==> config.mk <==
export PLATFORM = sky130hd
export DESIGN_NAME = wb_arbiter
export DESIGN_NICKNAME = d
export VERILOG_FILES = /design/src/rtl/wb_arbiter.sv
export SDC_FILE = /design/constraint.sdc
export NUM_CORES = 1
export LEC_CHECK = 0
export BUFFER_PORTS_ARGS = -buffer_cell sky130_fd_sc_hd__buf_2
export CAP_MARGIN = 15
export CORE_MARGIN = 5
export CORE_UTILIZATION = 40
export DETAILED_ROUTE_END_ITERATION = 10
export PLACE_DENSITY = 0.7
export SETUP_SLACK_MARGIN = 0.15
export SYNTH_ARGS = -nofsm -noshare
export SYNTH_HDL_FRONTEND = slang
export SYNTH_SLANG_ARGS = --single-unit
==> constraint.sdc <==
create_clock -name clk -period 3.32 [get_ports clk]
set_clock_uncertainty 0.05 [all_clocks]
set_input_delay 0.498 -clock clk [delete_from_list [all_inputs] [get_ports clk]]
set_output_delay 0.498 -clock clk [all_outputs]
set_load 0.1 [all_outputs]
==> src/rtl/wb_arbiter.sv <==
// Writeback arbiter: merges unbuffered ALU results and FIFO-queued load results
// into a single registered register-file write per cycle, with a starvation guard.
`ifndef WORD_WIDTH
`define WORD_WIDTH 32
`endif

module wb_arbiter #(
  parameter int ADDR_WIDTH = 5,
  parameter int WORD_WIDTH = `WORD_WIDTH,
  parameter int LQ_DEPTH   = 2,
  parameter int STARVE_MAX = 4
) (
  input  logic                        clk,
  input  logic                        rst_n,
  input  logic                        alu_valid,
  output logic                        alu_ready,
  input  logic [ADDR_WIDTH-1:0]       alu_rd,
  input  logic [WORD_WIDTH-1:0]       alu_data,
  input  logic                        ld_valid,
  output logic                        ld_ready,
  input  logic [ADDR_WIDTH-1:0]       ld_rd,
  input  logic [WORD_WIDTH-1:0]       ld_data,
  output logic                        rf_we,
  output logic [ADDR_WIDTH-1:0]       rf_waddr,
  output logic [WORD_WIDTH-1:0]       rf_wdata,
  output logic [$clog2(LQ_DEPTH):0]   lq_count
);

  localparam int PW = $clog2(LQ_DEPTH);
  localparam int CW = PW + 1;
  localparam int SW = $clog2(STARVE_MAX + 1);

  logic [ADDR_WIDTH-1:0] lq_rd   [LQ_DEPTH];
  logic [WORD_WIDTH-1:0] lq_data [LQ_DEPTH];
  logic [PW-1:0]         rd_ptr;
  logic [PW-1:0]         wr_ptr;
  logic [SW-1:0]         starve;
  logic                  lq_nonempty;
  logic                  force_ld;
  logic                  alu_win;
  logic                  ld_win;
  logic                  push;

  // A queued load that has lost STARVE_MAX times in a row blocks the ALU for one cycle.
  assign lq_nonempty = (lq_count != '0);
  assign force_ld    = lq_nonempty && (starve == SW'(STARVE_MAX));
  assign alu_ready   = rst_n && !force_ld;
  assign ld_ready    = rst_n && (lq_count < CW'(LQ_DEPTH));
  assign alu_win     = alu_valid && alu_ready;
  assign ld_win      = lq_nonempty && !alu_win;
  assign push        = ld_valid && ld_ready;

  always_ff @(posedge clk) begin
    if (push) begin
      lq_rd[wr_ptr]   <= ld_rd;
      lq_data[wr_ptr] <= ld_data;
    end
  end

  // Pointers wrap naturally because LQ_DEPTH is a power of two.
  always_ff @(posedge clk or negedge rst_n) begin
    if (!rst_n) begin
      rd_ptr   <= '0;
      wr_ptr   <= '0;
      lq_count <= '0;
    end else begin
      if (push)
        wr_ptr <= wr_ptr + 1'b1;
      if (ld_win)
        rd_ptr <= rd_ptr + 1'b1;
      case ({push, ld_win})
        2'b10:   lq_count <= lq_count + 1'b1;
        2'b01:   lq_count <= lq_count - 1'b1;
        default: lq_count <= lq_count;
      endcase
    end
  end

  always_ff @(posedge clk or negedge rst_n) begin
    if (!rst_n)
      starve <= '0;
    else if (!lq_nonempty || ld_win)
      starve <= '0;
    else if (starve != SW'(STARVE_MAX))
      starve <= starve + 1'b1;
  end

  // Writes to x0 still consume the winner but never raise rf_we.
  always_ff @(posedge clk or negedge rst_n) begin
    if (!rst_n) begin
      rf_we    <= 1'b0;
      rf_waddr <= '0;
      rf_wdata <= '0;
    end else if (alu_win) begin
      rf_we    <= (alu_rd != '0);
      rf_waddr <= alu_rd;
      rf_wdata <= alu_data;
    end else if (ld_win) begin
      rf_we    <= (lq_rd[rd_ptr] != '0);
      rf_waddr <= lq_rd[rd_ptr];
      rf_wdata <= lq_data[rd_ptr];
    end else begin
      rf_we    <= 1'b0;
    end
  end

endmodule

==> summary.md <==
| Metric | Value |
|---|---|
| Final GP Congestion | `around 0.74` |
| Commonest non-fill, non-tap cell in the layout | `buf_2` |
| CP max-delay cell | `dlygate4sd3_1` |
| Die height | `between 100 and 150 µm` |
| Vias/cell | `a little over 5` |
| Root Buffer Master | `clkbuf_16` |
| Syn Area/Cell | `15.2 µm²` |
| Die ar. | `approximately 15000 µm²` |
| RSZ-0062 raised after global routing | `false` |
| Fin. max-slew vios | `0` |
| Detailed-route DRC error count | `0` |
| Worst-path cell chain | `dlygate4sd3_1 > buf_2 > nor2b_4 > buf_2` |
| DP HPWL | `approximately 7600 µm` |
| Cts bufs inserted | `17` |
| Clock H-tree levels | `4` |
| Critical Setup Path Class | `input pin to output port` |
| Worst Path Arrival | `between 1.5 and 2 ns` |
| First-pass GRT wire length | `17800 µm` |
| Status | `finished, final reports clean` |
| R2R Path Start | `starve[0]$_DFFE_PN0P_` |
| # nets final | `between 500 and 600` |
| CTS resizes | `0` |
| Io pins | `120` |
| Slew Limit Headroom | `a little over a third` |
| Max Cap Viol | `0` |
| Hold crit path type | `input pin to flip-flop` |
| Post-route ant nets | `0` |
| Filler cell count | `just over 1000` |
| Startpoint types | `input pin` |
| CTS tree | `yes` |
| Final cell count without fillers | `610` |
| Vias in the first global route | `~3500` |
| Cell count after placement | `roughly 580` |
| Core Area | `roughly 12000 µm²` |
| Final Hold Viols | `0` |
| DR WL/cell | `roughly 19 µm` |
| Leading cell types in the layout, fill and taps excluded | `buf_2, edfxtp_1, dfrtp_1` |
| Clk_lat worst skew | `0.40 ns` |
| Layout cells sized above 1 | `roughly 44%` |
| Synth Net Count | `403` |
| Post-synthesis cell type count | `31` |
| Fin crit share | `between 70% and 80%` |
| WP data required | `about 2.8 ns` |
| Grt ovf | `0` |
| Final setup violation count | `0` |
| Crit path time final | `about 2.5 ns` |
| Slew at the pin closest to its max-slew limit | `0.952 ns` |
| Sequential area share after synthesis | `around 68%` |
| Setup bufs post-CTS | `0` |
| Starting Density | `40.9%` |
| Clock Path Buffers | `2` |
| Crit-path most repeated cell | `buf_2` |
| First-pass detailed-route iteration total | `4` |
| Synth Register Bits | `approximately 120` |
| Antenna cell count | `0` |
| WHS Path Cells | `1` |
| Num rows | `40` |
| Crit Path Max Fanout | `9` |
| PortBufs | `about 120` |
| Synth top area share | `~45%` |
| Largest net degree at the start of global routing | `40` |
| Chip width | `around 120 µm` |
| Yosys warning count | `0` |
| Initial DRC count | `150` |
| # clock sinks | `roughly 120` |
| Setup TNS | `0 ns` |
| Cells after synthesis | `322` |
| Max incr delay on CP | `~0.52 ns` |
| Initial antenna violation count | `0` |
| Reg-to-reg setup timing slack | `0.93 ns` |
| Largest area contributor in the netlist | `edfxtp_1` |
| Fmax | `a little over 0.4 GHz` |
| Total GRT Usage | `between 10% and 20%` |
| Final WL | `11300 µm` |
| Routed via count | `between 3000 and 4000` |
| CTS clk-pin slew, worst paths | `around 0.05 ns` |
| Layout area overhead | `27.0%` |
| Synth top area cells | `edfxtp_1, dfrtp_1, mux2i_1` |
| Hold Buf Count CTS | `1` |
| Endpoint type of the worst setup path | `output port` |
| Mapped cell area | `~4900 µm²` |
| Hold Crit Start | `ld_data[29]` |
| WHS Endpoint | `lq_data[1][29]$_DFFE_PP_` |
| Worst R2R End | `rf_wdata[24]$_DFFE_PN0P_` |
| Worst reg2reg path depth | `6` |
## sequential cells by signal (all words and copies together), names as in the netlist
name	cells
lq_count	2
rf_we	1
wr_ptr	1
rf_waddr	5
lq_rd	10
lq_data	64
starve	3
rd_ptr	1
rf_wdata	32
## cell type report
class,instances,area (µm²),share of cell area (%)
clock buffers,23,478,7.66
multi-input cells,180,1440,23.2
repair buffers,130,693,11.1
flip-flops and latches,119,3350,53.8
clock inverters,9,77.6,1.24
inverters,2,7.51,0.120
well taps,147,184,2.95
## worst max-delay path: cells and delay by family
family | cells | cell delay, ns
buffers and inverters | 3 | 1.20
AND/OR/NAND/NOR | 1 | 0.19
## cell usage after synthesis
library cell,count
o2bb2ai_1,1
a221o_1,1
clkbuf_1,2
buf_2,13
mux2i_1,36
and3_1,3
nor2_4,1
a31oi_1,2
inv_1,2
mux2_4,7
buf_4,4
buf_6,2
o21a_1,1
xor2_1,2
nor4_1,1
o22ai_1,1
edfxtp_1,74
nor2_1,3
nor4b_1,1
o21bai_4,1
nand2_1,3
nor3b_1,1
mux2_2,30
dfrtp_1,45
or4_1,1
xnor2_1,4
ha_1,3
a21oi_1,36
nor3_1,39
or2_1,1
nor2b_1,1
## logic make-up (layout without fill, tap and decap cells)
| family | after synthesis | after routing | synth area share (%) |
|---|---|---|---|
| simple gates | 55 | 55 | 5.91 |
| buf+inv | 23 | 164 | 2.70 |
| mux | 73 | 73 | 16.4 |
| flops | 119 | 119 | 68.2 |
| fa+ha+maj | 3 | 3 | 0.765 |
| xor+xnor | 6 | 6 | 1.07 |
| compound gates | 43 | 43 | 4.97 |
## routing by layer
metal	global-route usage [%]	part of all wire, %	wire (µm)
met1	18.9	42	4750
met2	27.7	50	5690
met5	0	0	0
met3	5.80	5.8	663
met4	6.23	2.0	222
## how the worst max path moves through the flow
stage | from | to | slack (ns) | depth (start not counted)
after global placement | starve[0]$_DFFE_PN0P_ | rf_waddr[1]$_DFFE_PN0P_ | 0.99 | 6
after detailed placement | starve[0]$_DFFE_PN0P_ | rf_waddr[1]$_DFFE_PN0P_ | 0.93 | 6
after global routing | rst_n | ld_ready | 0.81 | 4
after floorplan | lq_count[1]$_DFFE_PN0P_ | lq_data[0][0]$_DFFE_PP_ | 0.38 | 4
after CTS | rst_n | ld_ready | 0.86 | 4
final | rst_n | ld_ready | 0.87 | 4
## stage by stage
| stage | util (%) | cell area (µm²) | hold slack (ns) | setup slack, ns |
|---|---|---|---|---|
| final | 51.9 | 6240 | 0.231 | 0.868 |
| after global placement | 47.2 | 5670 | 0.304 | 0.988 |
| after detailed placement | 47.2 | 5670 | 0.306 | 0.929 |
| after floorplan | - | 4920 | 0.152 | 0.377 |
| after CTS | 51.9 | 6240 | 0.209 | 0.860 |
| after global routing | 51.9 | 6240 | 0.205 | 0.806 |
Power is not shown: default switching activity piles up to over one toggle a cycle in this logic, so the estimate is an artifact.
